===== config.mk =====
export PLATFORM = sky130hd
export DESIGN_NAME = alu_mdu_dec
export DESIGN_NICKNAME = d
export VERILOG_FILES = /design/src/rtl/alu_mdu_dec_pkg.sv /design/src/rtl/alu_mdu_dec_mdu_iter.sv /design/src/rtl/alu_mdu_dec.sv
export SDC_FILE = /design/constraint.sdc
export NUM_CORES = 1
export LEC_CHECK = 0
export CAP_MARGIN = 40
export CORE_MARGIN = 4
export CORE_UTILIZATION = 50
export CTS_CLUSTER_DIAMETER = 100
export DETAILED_ROUTE_END_ITERATION = 10
export PLACE_DENSITY = 0.69
export SYNTH_ARGS = -nofsm -noshare
export SYNTH_HDL_FRONTEND = slang
export SYNTH_HIERARCHICAL = 1
export SYNTH_SLANG_ARGS = --single-unit

===== constraint.sdc =====
create_clock -name clk -period 3.8 [get_ports clk]
set_input_delay 0.76 -clock clk [delete_from_list [all_inputs] [get_ports clk]]
set_output_delay 0.76 -clock clk [all_outputs]
set_load 0.02 [all_outputs]

===== src/rtl/alu_mdu_dec_pkg.sv =====
// Shared constants for the EX-stage ALU decoder and the multiply/divide unit.
// Covers ALUOp classes, funct codes, ALUControl encodings and sequencer states.
package alu_mdu_dec_pkg;

    localparam logic [1:0] ALUOP_ADD   = 2'b00;
    localparam logic [1:0] ALUOP_SUB   = 2'b01;
    localparam logic [1:0] ALUOP_FUNCT = 2'b10;
    localparam logic [1:0] ALUOP_OR    = 2'b11;

    localparam logic [5:0] F_ADD   = 6'b100000;
    localparam logic [5:0] F_ADDU  = 6'b100001;
    localparam logic [5:0] F_SUB   = 6'b100010;
    localparam logic [5:0] F_SUBU  = 6'b100011;
    localparam logic [5:0] F_AND   = 6'b100100;
    localparam logic [5:0] F_OR    = 6'b100101;
    localparam logic [5:0] F_XOR   = 6'b100110;
    localparam logic [5:0] F_NOR   = 6'b100111;
    localparam logic [5:0] F_SLT   = 6'b101010;
    localparam logic [5:0] F_SLTU  = 6'b101011;
    localparam logic [5:0] F_SLL   = 6'b000000;
    localparam logic [5:0] F_SRL   = 6'b000010;
    localparam logic [5:0] F_SRA   = 6'b000011;
    localparam logic [5:0] F_MFHI  = 6'b010000;
    localparam logic [5:0] F_MTHI  = 6'b010001;
    localparam logic [5:0] F_MFLO  = 6'b010010;
    localparam logic [5:0] F_MTLO  = 6'b010011;
    localparam logic [5:0] F_MULT  = 6'b011000;
    localparam logic [5:0] F_MULTU = 6'b011001;
    localparam logic [5:0] F_DIV   = 6'b011010;
    localparam logic [5:0] F_DIVU  = 6'b011011;

    // Base 4-bit encodings; wider ALUControl words zero-extend these
    localparam logic [3:0] CTRL_ADD  = 4'b0000;
    localparam logic [3:0] CTRL_SUB  = 4'b0001;
    localparam logic [3:0] CTRL_AND  = 4'b0010;
    localparam logic [3:0] CTRL_OR   = 4'b0011;
    localparam logic [3:0] CTRL_XOR  = 4'b0100;
    localparam logic [3:0] CTRL_NOR  = 4'b0101;
    localparam logic [3:0] CTRL_SLT  = 4'b0111;
    localparam logic [3:0] CTRL_SLL  = 4'b1000;
    localparam logic [3:0] CTRL_SRL  = 4'b1001;
    localparam logic [3:0] CTRL_SRA  = 4'b1010;
    localparam logic [3:0] CTRL_SLTU = 4'b1011;

    typedef enum logic [1:0] {IDLE, MUL, DIV, FIX} mdu_state_t;

endpackage


===== src/rtl/alu_mdu_dec_mdu_iter.sv =====
// Iterative multiply/divide sequencer: one bit per cycle on operand magnitudes,
// with sign and divide-by-zero correction presented combinationally in FIX.
module mdu_iter
    import alu_mdu_dec_pkg::*;
#(
    parameter int WIDTH = 32
) (
    input  logic             clk,
    input  logic             reset,
    input  logic             start,
    input  logic             is_div,
    input  logic             is_signed,
    input  logic [WIDTH-1:0] a,
    input  logic [WIDTH-1:0] b,
    output logic             busy,
    output logic             done,
    output logic [WIDTH-1:0] hi,
    output logic [WIDTH-1:0] lo
);

    localparam int CNT_W = $clog2(WIDTH + 1);

    mdu_state_t         state, state_nxt;
    logic [CNT_W-1:0]   cnt;
    logic [2*WIDTH-1:0] acc;
    logic [WIDTH-1:0]   opb, orig_a;
    logic               div_op, neg_q, neg_r, div_zero;

    logic [WIDTH-1:0]   a_mag, b_mag, quot, rem;
    logic [WIDTH:0]     mul_sum, rem_sh, rem_diff;
    logic               q_bit;
    logic [2*WIDTH-1:0] prod_fix;

    assign a_mag = (is_signed && a[WIDTH-1]) ? -a : a;
    assign b_mag = (is_signed && b[WIDTH-1]) ? -b : b;

    // acc holds {partial product, multiplier} or {remainder, dividend/quotient}
    assign mul_sum  = {1'b0, acc[2*WIDTH-1:WIDTH]} + (acc[0] ? {1'b0, opb} : {(WIDTH+1){1'b0}});
    assign rem_sh   = {acc[2*WIDTH-1:WIDTH], acc[WIDTH-1]};
    assign rem_diff = rem_sh - {1'b0, opb};
    assign q_bit    = (rem_sh >= {1'b0, opb});

    assign quot     = acc[WIDTH-1:0];
    assign rem      = acc[2*WIDTH-1:WIDTH];
    assign prod_fix = neg_q ? -acc : acc;

    assign busy = (state != IDLE);
    assign done = (state == FIX);

    always_comb begin
        state_nxt = state;
        case (state)
            IDLE:     if (start) state_nxt = is_div ? DIV : MUL;
            MUL, DIV: if (cnt == CNT_W'(1)) state_nxt = FIX;
            FIX:      state_nxt = IDLE;
            default:  state_nxt = IDLE;
        endcase
    end

    always_ff @(posedge clk or negedge reset) begin
        if (!reset) state <= IDLE;
        else        state <= state_nxt;
    end

    always_ff @(posedge clk or negedge reset) begin
        if (!reset) begin
            cnt      <= '0;
            acc      <= '0;
            opb      <= '0;
            orig_a   <= '0;
            div_op   <= 1'b0;
            neg_q    <= 1'b0;
            neg_r    <= 1'b0;
            div_zero <= 1'b0;
        end else begin
            case (state)
                IDLE: if (start) begin
                    acc      <= {{WIDTH{1'b0}}, a_mag};
                    opb      <= b_mag;
                    orig_a   <= a;
                    cnt      <= CNT_W'(WIDTH);
                    div_op   <= is_div;
                    neg_q    <= is_signed && (a[WIDTH-1] ^ b[WIDTH-1]);
                    neg_r    <= is_signed && a[WIDTH-1];
                    div_zero <= is_div && (b == '0);
                end
                MUL: begin
                    acc <= {mul_sum, acc[WIDTH-1:1]};
                    cnt <= cnt - CNT_W'(1);
                end
                DIV: begin
                    acc <= {(q_bit ? rem_diff[WIDTH-1:0] : rem_sh[WIDTH-1:0]), acc[WIDTH-2:0], q_bit};
                    cnt <= cnt - CNT_W'(1);
                end
                default: ;
            endcase
        end
    end

    always_comb begin
        hi = '0;
        lo = '0;
        if (div_op && div_zero) begin
            lo = '1;
            hi = orig_a;
        end else if (div_op) begin
            lo = neg_q ? -quot : quot;
            hi = neg_r ? -rem : rem;
        end else begin
            hi = prod_fix[2*WIDTH-1:WIDTH];
            lo = prod_fix[WIDTH-1:0];
        end
    end

endmodule


===== src/rtl/alu_mdu_dec.sv =====
// EX-stage ALU decoder with HI/LO registers and a stalling multiply/divide unit.
// Decode is purely combinational; HI/LO are written by mthi/mtlo or on MDU completion.
module alu_mdu_dec
    import alu_mdu_dec_pkg::*;
#(
    parameter int WIDTH  = 32,
    parameter int CTRL_W = 4
) (
    input  logic              clk,
    input  logic              reset,
    input  logic              valid,
    input  logic [5:0]        funct,
    input  logic [1:0]        ALUOp,
    input  logic [WIDTH-1:0]  srca,
    input  logic [WIDTH-1:0]  srcb,
    output logic [CTRL_W-1:0] ALUControl,
    output logic              illegal,
    output logic              use_hilo,
    output logic [WIDTH-1:0]  hilo_out,
    output logic              stall,
    output logic              busy
);

    logic [3:0]       ctrl;
    logic             funct_op, is_mf, is_mt, is_mdu, hilo_op, start;
    logic             mdu_busy, mdu_done;
    logic [WIDTH-1:0] mdu_hi, mdu_lo, hi_q, lo_q;

    always_comb begin
        ctrl    = CTRL_ADD;
        illegal = 1'b0;
        case (ALUOp)
            ALUOP_ADD: ctrl = CTRL_ADD;
            ALUOP_SUB: ctrl = CTRL_SUB;
            ALUOP_OR:  ctrl = CTRL_OR;
            ALUOP_FUNCT: begin
                case (funct)
                    F_ADD, F_ADDU: ctrl = CTRL_ADD;
                    F_SUB, F_SUBU: ctrl = CTRL_SUB;
                    F_AND:         ctrl = CTRL_AND;
                    F_OR:          ctrl = CTRL_OR;
                    F_XOR:         ctrl = CTRL_XOR;
                    F_NOR:         ctrl = CTRL_NOR;
                    F_SLT:         ctrl = CTRL_SLT;
                    F_SLTU:        ctrl = CTRL_SLTU;
                    F_SLL:         ctrl = CTRL_SLL;
                    F_SRL:         ctrl = CTRL_SRL;
                    F_SRA:         ctrl = CTRL_SRA;
                    F_MFHI, F_MTHI, F_MFLO, F_MTLO,
                    F_MULT, F_MULTU, F_DIV, F_DIVU: ctrl = CTRL_ADD;
                    default:       illegal = 1'b1;
                endcase
            end
            default: ctrl = CTRL_ADD;
        endcase
    end

    assign ALUControl = CTRL_W'(ctrl);

    assign funct_op = valid && (ALUOp == ALUOP_FUNCT);
    assign is_mf    = (funct == F_MFHI) || (funct == F_MFLO);
    assign is_mt    = (funct == F_MTHI) || (funct == F_MTLO);
    assign is_mdu   = funct inside {F_MULT, F_MULTU, F_DIV, F_DIVU};
    assign use_hilo = funct_op && is_mf;
    assign hilo_op  = funct_op && (is_mdu || is_mf || is_mt);
    // Only HI/LO users wait on the sequencer; a busy MDU never accepts a restart
    assign stall    = hilo_op && mdu_busy;
    assign start    = funct_op && is_mdu && !mdu_busy;
    assign busy     = mdu_busy;

    mdu_iter #(.WIDTH(WIDTH)) u_mdu (
        .clk       (clk),
        .reset     (reset),
        .start     (start),
        .is_div    ((funct == F_DIV) || (funct == F_DIVU)),
        .is_signed ((funct == F_MULT) || (funct == F_DIV)),
        .a         (srca),
        .b         (srcb),
        .busy      (mdu_busy),
        .done      (mdu_done),
        .hi        (mdu_hi),
        .lo        (mdu_lo)
    );

    always_ff @(posedge clk or negedge reset) begin
        if (!reset) begin
            hi_q <= '0;
            lo_q <= '0;
        end else if (mdu_done) begin
            hi_q <= mdu_hi;
            lo_q <= mdu_lo;
        end else if (funct_op && !mdu_busy) begin
            if (funct == F_MTHI) hi_q <= srca;
            if (funct == F_MTLO) lo_q <= srca;
        end
    end

    assign hilo_out = (funct == F_MFHI) ? hi_q : lo_q;

endmodule


==> results_dict.tcl, run 1 <==
set metrics [dict create \
    cts_buffers 26 \
    synthArstFlopShare 1.00 \
    final_layout_size_suffix_gt1_frac 0.110 \
    clock_latency_ns 0.55 \
    fin_nets 2487 \
    fillers 3155 \
    critPathMaxStageDelay_ns 0.47 \
    syn_avg_cell_area_um2 7.86 \
    critPathRequiredTime_ns 3.04 \
    crit_path_end "hilo_out[22]" \
    cp_data_arrival_time_ns 2.96 \
    power_w 0.0141 \
    synth_top_area_share 0.291 \
    synth_top_cell_by_area "dfrtp_1" \
    drtAntennaViolNets 0 \
    track_usage 0.306 \
    cts-root-buf "clkbuf_16" \
    mostFrequentLayoutCell "nand2_1" \
    rows 68 \
    synth.net_count 2382 \
    seqPwrFrac 0.244 \
    coreArea_mm2 0.0345 \
    fp.dieH_um 195 \
    worstPathMaxFanout 32 \
    crit_family "buffers and inverters" \
    post-dp-hpwl_mm 45.3 \
    grt_max_degree 107 \
    rr_startpoint "u_mdu/acc[6]$_DFFE_PN0P_" \
    avgRoutedWirePerCell_um 21.5 \
    synth_area_leaders "dfrtp_1, nand2_1, ha_1" \
    timing.slew.headroom 0.407 \
    grt.overflow.total 0 \
    worst-path-buf-inv 3 \
    vias 17587 \
    holdBufCountCts 0 \
    drt_iter0_drc 1567 \
    min_period_ns 3.72 \
    vdd_drop_max_uv 522 \
    startpoint "funct[4]" \
    worst_path_max_delay_cell "clkdlybuf4s50_1" \
    clk_pin_slew_worst_paths_ns 0.06 \
    ios 115 \
    drv_cap 0 \
    r2r_slack_ns 0.28 \
    power_leakage_nw 9.27 \
    synth_seq_area_share 0.291 \
    grt_antenna_before_repair 0 \
    p_sw_w 0.00647 \
    yosysWarnings 6 \
    numPortBuffers 114 \
    fmax_mhz 269 \
    synthFlopType "dfrtp_1" \
    hold_ws_ns 0.293 \
    intPower_w 0.00765 \
    start_util 0.508 \
    reg2reg_depth 11 \
    most-common-layout-cells "nand2_1, dfrtp_1, nor2_1" \
    placed_cells 2763 \
    diodes 0 \
    drc 0 \
    finalClockSkew_ns 0.0173 \
    cts_max_level 1 \
    netlist_area_mm2 0.0175 \
    finalWirelength_mm 60.5 \
    die_area_mm2 0.0381 \
    setup_viol 0 \
    grtUsageMet2 0.508 \
    pre_cts_ws_ns -0.130 \
    status "finished clean" \
    comb_power_share 0.566 \
    synthCells 2231 \
    dieWidth_um 195 \
    tightest_slew_ns 0.886 \
    worstSetupPathType "input port to output pin" \
    rsz0062_at_grt "no" \
    period_share 0.979 \
    clk_path_buf_depth 3 \
    slew_violations 0 \
    use_met3 0.0345 \
    grt_pass1_wl_mm 95.7 \
    cp_cell_sequence "clkdlybuf4s50_1 > or3b_1 > or4_4 > buf_12 > mux2_4 > dlygate4sd2_1" \
    final_hold_viol_count 0 \
    r2r-end "hi_q[31]$_DFFE_PN0P_" \
    cp_num_cells 6 \
    cts_resized 32 \
    final_core_util 0.595 \
    switching_share 0.458 \
    p_per_area_mw_per_mm2 687 \
    gp_congestion 0.950 \
    grt_busiest_layer "met2" \
    endpoint_kind "output pin" \
    drt_first_pass_iters 6 \
    post_cts_buffers 0 \
    pwr-share-clk 0.190 \
    synth_edf_count 0 \
    grt_pass1_vias 16861 \
    tritoncts "built" \
    cts_sinks 204 \
    synth_cell_types 83 \
    worstSetupStartpointType "input port" \
    ys_seq_elements 204 \
    syn2layout_area_growth_pct 17.3 \
    fin_cells 2811 \
    worst_slack_ns 0.0808 \
    via_per_inst 6.26 \
    gr-usage-met1 0.416 \
    hp-class "input port to asynchronous set/reset pin" \
]
layer usage:
| layer | share of wire | vias to the layer above |
|---|---|---|
| li1 | - | 8289 |
| met1 | 0.42 | 8440 |
| met2 | 0.47 | 741 |
| met3 | 0.071 | 117 |
| met4 | 0.042 | 0 |
| met5 | 0 | - |
logic make-up (layout without fill, tap and decap cells):
logic type,Yosys count,count (layout),share of synthesized area
flip-flops,204,204,0.291
buffers and inverters,241,366,0.0547
AND/OR/NAND/NOR,844,844,0.231
multiplexers,68,68,0.0495
XOR/XNOR,158,158,0.0789
AO/OA/AOI/OAI,640,640,0.240
adder cells (fa/ha/maj),76,76,0.0551
synthesized netlist by cell type (all sizes together) (28+ instances only):
library cell  count
nor3             43
nand2           285
clkbuf          139
a21oi           161
dfrtp           204
nand3           103
xnor2            74
o31ai            43
mux2             59
xor2             84
o21ai           160
ha               74
nand2b           84
nor2            194
a21o             28
o221ai           71
inv              76
sequential cells by signal, indices dropped and copies added (netlist names):
register,flops
u_mdu/neg_r,1
u_mdu/acc,64
u_mdu/div_zero,1
hi_q,32
u_mdu/neg_q,1
u_mdu/orig_a,32
u_mdu/cnt,6
lo_q,32
u_mdu/opb,32
u_mdu/state,2
u_mdu/div_op,1
stage by stage:
| step | cell area, µm² | TNS, ns |
|---|---|---|
| finish | 20600 | 0 |
| global placement | 19700 | -3.09 |
| CTS | 20600 | 0 |
| floorplan | 17500 | 0 |
| global route | 20600 | 0 |
| detailed placement | 19700 | -3.33 |
worst min-delay path by stage:
stage / startpoint / endpoint / slack [ns]
final: reset / lo_q[7]$_DFFE_PN0P_ / 0.29
after floorplan: u_mdu/orig_a[0]$_DFFE_PN0P_ / u_mdu/orig_a[0]$_DFFE_PN0P_ / 0.45
after global placement: u_mdu/opb[21]$_DFFE_PN0P_ / u_mdu/opb[21]$_DFFE_PN0P_ / 0.47
after CTS: reset / u_mdu/acc[5]$_DFFE_PN0P_ / 0.32
after global routing: reset / lo_q[7]$_DFFE_PN0P_ / 0.37
after detailed placement: u_mdu/opb[30]$_DFFE_PN0P_ / u_mdu/opb[30]$_DFFE_PN0P_ / 0.47
power by group through the flow:
| stage | Clock (W) | Sequential, W | Combinational, W |
|---|---|---|---|
| after CTS | 0.00271 | 0.00343 | 0.00792 |
| after detailed placement | 0 | 0.00346 | 0.00799 |
| after global placement | 0 | 0.00345 | 0.00789 |
| final | 0.00268 | 0.00344 | 0.00800 |
| after floorplan | 0 | 0.00320 | 0.00549 |
| after global routing | 0.00280 | 0.00352 | 0.00873 |
cell type report:
| cell class | count | area [µm²] | share of cell area |
|---|---|---|---|
| multi-input cells | 1786 | 11500 | 0.561 |
| flip-flops and latches | 204 | 5100 | 0.248 |
| repair buffers | 241 | 2150 | 0.104 |
| clock buffers | 38 | 757 | 0.0368 |
| well taps | 455 | 569 | 0.0277 |
| inverters | 77 | 289 | 0.0141 |
| clock inverters | 10 | 163 | 0.00791 |
worst register-to-register path: stages (launching register included):
cell	delay [ns]
dfrtp_1	0.43
or4_1	0.58
nor2_1	0.42
nand3_2	0.24
or4_1	0.66
o21ai_2	0.20
o21ai_2	0.10
a21oi_2	0.12
xor2_1	0.26
o21ai_1	0.17
nand2_1	0.10
o221ai_1	0.11
Note: power is estimated with default switching activity, not from simulation.
==> run 2, diff against run 1 <==
--- a/config.mk
+++ b/config.mk
@@ -8,6 +8,7 @@
 export CAP_MARGIN = 40
 export CORE_MARGIN = 4
 export CORE_UTILIZATION = 50
+export CTS_BUF_LIST = sky130_fd_sc_hd__clkbuf_8
 export CTS_CLUSTER_DIAMETER = 100
 export DETAILED_ROUTE_END_ITERATION = 10
 export PLACE_DENSITY = 0.69
==> run 2 against run 1 <==
Compared with the run above:
- sequential share of layout area is 0.19 points higher
- routed wire length is 0.46% higher
- maximum frequency is 0.11% higher
- combinational power hardly changed
- worst hold slack worse by 0.040 ns
- power is 3.5% lower
- critical endpoint is now hilo_out[25]
- largest cell class unchanged
- largest power group unchanged
==> results_dict.tcl, run 2 (synthesized netlist as in run 1, its figures left out) <==
set metrics [dict create \
    worstSetupPathType "input port to output pin" \
    syn2layout_area_growth_pct 16.4 \
    dr_wl_met2_mm 28.8 \
    switching_share 0.474 \
    regMostFlops "u_mdu/acc" \
    fin_nets 2500 \
    pwr-share-clk 0.160 \
    tritoncts "built" \
    crit_family "buffers and inverters" \
    numPortBuffers 114 \
    clock_latency_ns 0.59 \
    grt_max_degree 107 \
    drv_cap 0 \
    period_share 0.978 \
    endpoint_kind "output pin" \
    min_period_ns 3.72 \
    hp-class "input port to asynchronous set/reset pin" \
    worstSetupStartpointType "input port" \
    coreArea_mm2 0.0345 \
    critPathRequiredTime_ns 3.04 \
    tightest_slew_ns 0.901 \
    cp_data_arrival_time_ns 2.96 \
    drc 0 \
    cp_cell_sequence "clkdlybuf4s50_1 > or3b_1 > or4_4 > buf_12 > mux2_4 > dlygate4sd2_1" \
    rr_startpoint "u_mdu/acc[6]$_DFFE_PN0P_" \
    final_layout_size_suffix_gt1_frac 0.116 \
    status "finished clean" \
    p_per_area_mw_per_mm2 668 \
    cts-root-buf "clkbuf_8" \
    fmax_mhz 269 \
    final_core_util 0.591 \
    ios 115 \
    worst_path_max_delay_cell "clkdlybuf4s50_1" \
    crit_path_end "hilo_out[25]" \
    r2r_slack_ns 0.27 \
    reg2reg_depth 11 \
    worstPathMaxFanout 32 \
    rows 68 \
    mostFrequentLayoutCell "nand2_1" \
    start_util 0.508 \
    post-dp-hpwl_mm 45.3 \
    setup_viol 0 \
    cts_max_level 2 \
    worst-path-buf-inv 3 \
    cts_sinks 204 \
    drt_first_pass_iters 6 \
    die_area_mm2 0.0381 \
    holdBufCountCts 0 \
    via_per_inst 6.18 \
    finalWirelength_mm 60.8 \
    largest_reg_flops 64 \
    gp_congestion 0.950 \
    drtAntennaViolNets 0 \
    grt_pass1_wl_mm 96.1 \
    finalClockSkew_ns 0.0171 \
    cp_num_cells 6 \
    wl_met3_mm 4.17 \
    intPower_w 0.00717 \
    power_leakage_nw 9.25 \
    comb_power_share 0.587 \
    p_sw_w 0.00646 \
    grt_antenna_before_repair 0 \
    grt_pass1_vias 16966 \
    timing.slew.headroom 0.397 \
    grt.overflow.total 0 \
    dieWidth_um 195 \
    top_layer_used "met4" \
    power_w 0.0136 \
    clk_pin_slew_worst_paths_ns 0.05 \
    slew_violations 0 \
    drt-met1-wl_mm 25.7 \
    seqPwrFrac 0.253 \
    final_hold_viol_count 0 \
    diodes 0 \
    vdd_drop_max_uv 520 \
    most-common-layout-cells "nand2_1, dfrtp_1, nor2_1" \
    critPathMaxStageDelay_ns 0.47 \
    startpoint "funct[4]" \
    rsz0062_at_grt "no" \
    fp.dieH_um 195 \
    clk_path_buf_depth 3 \
    track_usage 0.309 \
    avgRoutedWirePerCell_um 21.5 \
    cts_buffers 39 \
    vias 17482 \
    drt_iter0_drc 1728 \
    r2r-end "hi_q[31]$_DFFE_PN0P_" \
]
==> run 2: per-stage QoR <==
stage | instances | setup TNS [ns] | worst slack (ns) | cell area (µm²) | hold slack (ns)
floorplan | 2231 | 0 | 0.462 | 17500 | 0.450
global route | 2830 | 0 | 0.00800 | 20400 | 0.306
global placement | 2763 | -3.09 | -0.108 | 19700 | 0.465
finish | 2830 | 0 | 0.0850 | 20400 | 0.252
CTS | 2830 | 0 | 0.0474 | 20400 | 0.276
detailed placement | 2763 | -3.33 | -0.130 | 19700 | 0.471
==> run 2: power groups by stage <==
stage / registers [W] / clock network, W / logic [W]
finish: 0.00345 / 0.00218 / 0.00801
detailed placement: 0.00346 / 0 / 0.00799
CTS: 0.00343 / 0.00222 / 0.00791
global placement: 0.00345 / 0 / 0.00789
floorplan: 0.00320 / 0 / 0.00549
global route: 0.00352 / 0.00232 / 0.00874
==> run 2: worst min-delay path by stage <==
stage | to | slack [ns] | cells past startpoint
floorplan | u_mdu/orig_a[0]$_DFFE_PN0P_ | 0.45 | 2
global placement | u_mdu/opb[21]$_DFFE_PN0P_ | 0.47 | 2
detailed placement | u_mdu/opb[30]$_DFFE_PN0P_ | 0.47 | 2
CTS | u_mdu/cnt[4]$_DFFE_PN0P_ | 0.28 | 1
global route | u_mdu/orig_a[5]$_DFFE_PN0P_ | 0.31 | 1
finish | lo_q[7]$_DFFE_PN0P_ | 0.25 | 1
==> run 2: layout make-up <==
cell class              instances  area, µm²
clock buffers                  50        688
clock inverters                17       78.8
fillers                      3212      14100
inverters                      77        289
multi-input cells            1786      11500
flip-flops and latches        204       5100
well taps                     455        569
repair buffers                241       2150
==> run 2: per-layer routing <==
layer  up-vias  track usage
li1       8307            -
met1      8373        0.413
met2       696        0.516
met3       106       0.0480
met4         0        0.103
met5         -            0
==> run 2: repair_timing <==
item	in CTS	in global routing
setup buffers	0	0
endpoints found under the setup margin	32	1
pin swaps	0	0
cloned	0	0
resized for setup	32	2
==> run 3, diff against run 2 <==
==> constraint.sdc (replaced) <==
create_clock -name clk -period 4.2 [get_ports clk]
set_input_delay 0.84 -clock clk [delete_from_list [all_inputs] [get_ports clk]]
set_output_delay 0.84 -clock clk [all_outputs]
set_load 0.02 [all_outputs]
==> run 3 against run 2 <==
Compared with the run above:
- power is 11% lower
- worst setup slack better by 0.0020 ns
- routed wire length is 1.1% lower
- sequential share of layout area is 0.52 points higher
- critical path depth stayed put
- core utilization is 1.2 points lower
- clock power is 11% lower
- register-to-register slack better by 0.20 ns
- worst hold slack better by 0.074 ns
- critical path type unchanged
- largest cell class unchanged
==> results_dict.tcl, run 3 (synthesized netlist as in run 1, its figures left out) <==
set metrics [dict create \
    grt_pass1_wl_mm 95.4 \
    mostFrequentLayoutCell "nand2_1" \
    numPortBuffers 114 \
    start_util 0.508 \
    fp.dieH_um 195 \
    vdd_drop_max_uv 592 \
    largest_reg_flops 64 \
    cts_max_level 2 \
    power_leakage_nw 8.87 \
    dieWidth_um 195 \
    fmax_mhz 243 \
    syn2layout_area_growth_pct 14.0 \
    worstSetupStartpointType "input port" \
    finalWirelength_mm 60.1 \
    seqCellArea_mm2 0.00510 \
    cp_data_arrival_time_ns 3.27 \
    status "finished clean" \
    period_share 0.979 \
    cpMostUsedCell "clkdlybuf4s50_1" \
    clk_path_buf_depth 3 \
    tightest_slew_ns 0.857 \
    final_layout_size_suffix_gt1_frac 0.0937 \
    hp-class "input port to asynchronous set/reset pin" \
    timing.slew.headroom 0.429 \
    drt_first_pass_iters 5 \
    worstSetupPathType "input port to output pin" \
    ios 115 \
    critPathRequiredTime_ns 3.36 \
    post_cts_buffers 0 \
    tritoncts "built" \
    p_per_area_mw_per_mm2 610 \
    multi_input_area_mm2 0.0115 \
    final_hold_viol_count 0 \
    worst_path_max_delay_cell "clkdlybuf4s50_1" \
    drtAntennaViolNets 0 \
    fin_area_mm2 0.0200 \
    die_area_mm2 0.0381 \
    regMostFlops "u_mdu/acc" \
    cts_resized 0 \
    drc 0 \
    grt_max_degree 107 \
    min_period_ns 4.11 \
    holdBufCountCts 0 \
    clock_latency_ns 0.58 \
    track_usage 0.307 \
    fin_nets 2445 \
    cts_sinks 204 \
    post-dp-hpwl_mm 45.0 \
    coreArea_mm2 0.0345 \
    grt_antenna_before_repair 0 \
    reg2reg_depth 12 \
    most-common-layout-cells "nand2_1, dfrtp_1, nor2_1" \
    cp_cell_sequence "clkdlybuf4s50_1 > or3b_1 > or4_4 > buf_12 > mux2_4 > clkdlybuf4s50_1" \
    avgRoutedWirePerCell_um 21.7 \
    clk_pin_slew_worst_paths_ns 0.06 \
    diodes 0 \
    slew_violations 0 \
    critPathMaxStageDelay_ns 0.55 \
    cts-root-buf "clkbuf_8" \
    drv_cap 0 \
    endpoint_kind "output pin" \
    rows 68 \
    place_area_mm2 0.0192 \
    setup_viol 0 \
    drt_iter0_drc 1639 \
    grt.overflow.total 0 \
    tns_ns 0 \
    fillers 3277 \
    grt_pass1_vias 16859 \
    cts_buffers 39 \
    gp_congestion 0.924 \
    worstPathMaxFanout 32 \
    rsz0062_at_grt "no" \
    via_per_inst 6.24 \
    finalClockSkew_ns 0.0383 \
    vias 17308 \
]
==> run 3: changes by cell type in the layout (fill, tap and decap cells not counted), sizes merged, moves of 2 or more <==
cell / change
buf: -55
clkdlybuf4s50: +33
clkinv: -2
clkinvlp: -3
dlygate4sd2: -32
inv: +3
==> run 3: power by group <==
group / leakage [nW] / switching, W / total [W] / internal (W)
clock network: 0.430 / 0.000900 / 0.00195 / 0.00105
logic: 5.72 / 0.00427 / 0.00709 / 0.00282
registers: 2.72 / 0.000645 / 0.00317 / 0.00252
==> run 3: cell type report <==
type / count / area share
well taps: 455 / 0.0285
clock buffers: 49 / 0.0337
inverters: 77 / 0.0145
multi-input cells: 1786 / 0.577
repair buffers: 186 / 0.0874
clock inverters: 15 / 0.00375
flip-flops and latches: 204 / 0.255
==> run 3: critical path: cells and delay by family <==
kind          cells  cell delay, ns
mux               1            0.33
buf+inv           3            1.23
simple gates      2            0.84
==> run 3: routing by layer <==
layer | vias to the layer above | wire length [µm] | track usage
met1 | 8244 | 25400 | 0.413
met3 | 140 | 4150 | 0.0383
met2 | 735 | 27900 | 0.506
met4 | 0 | 2670 | 0.119
li1 | 8189 | - | -
met5 | - | 0 | 0
==> run 3: final timing paths <==
kind	slack [ns]	startpoint	endpoint
worst min-delay path	0.33	reset	hi_q[10]$_DFFE_PN0P_
min in group clk	0.48	u_mdu/opb[29]$_DFFE_PN0P_	u_mdu/opb[29]$_DFFE_PN0P_
worst min register to register	0.48	u_mdu/opb[29]$_DFFE_PN0P_	u_mdu/opb[29]$_DFFE_PN0P_
worst max register to register	0.47	u_mdu/acc[0]$_DFFE_PN0P_	u_mdu/acc[60]$_DFFE_PN0P_
worst max-delay path	0.09	funct[4]	hilo_out[26]
max in group asynchronous	2.99	reset	hi_q[8]$_DFFE_PN0P_
==> run 3: per-stage QoR <==
stage | setup WS, ns | power, W | hold WS [ns] | utilization | std cells
2_1_floorplan | 0.702 | 0.00786 | 0.450 | - | 2231
3_3_place_gp | 0.135 | 0.0101 | 0.464 | 0.557 | 2708
3_5_place_dp | 0.0993 | 0.0102 | 0.470 | 0.557 | 2708
4_1_cts | 0.0874 | 0.0122 | 0.369 | 0.579 | 2772
5_1_grt | 0.0692 | 0.0130 | 0.401 | 0.579 | 2772
6_report | 0.0869 | 0.0122 | 0.327 | 0.579 | 2772
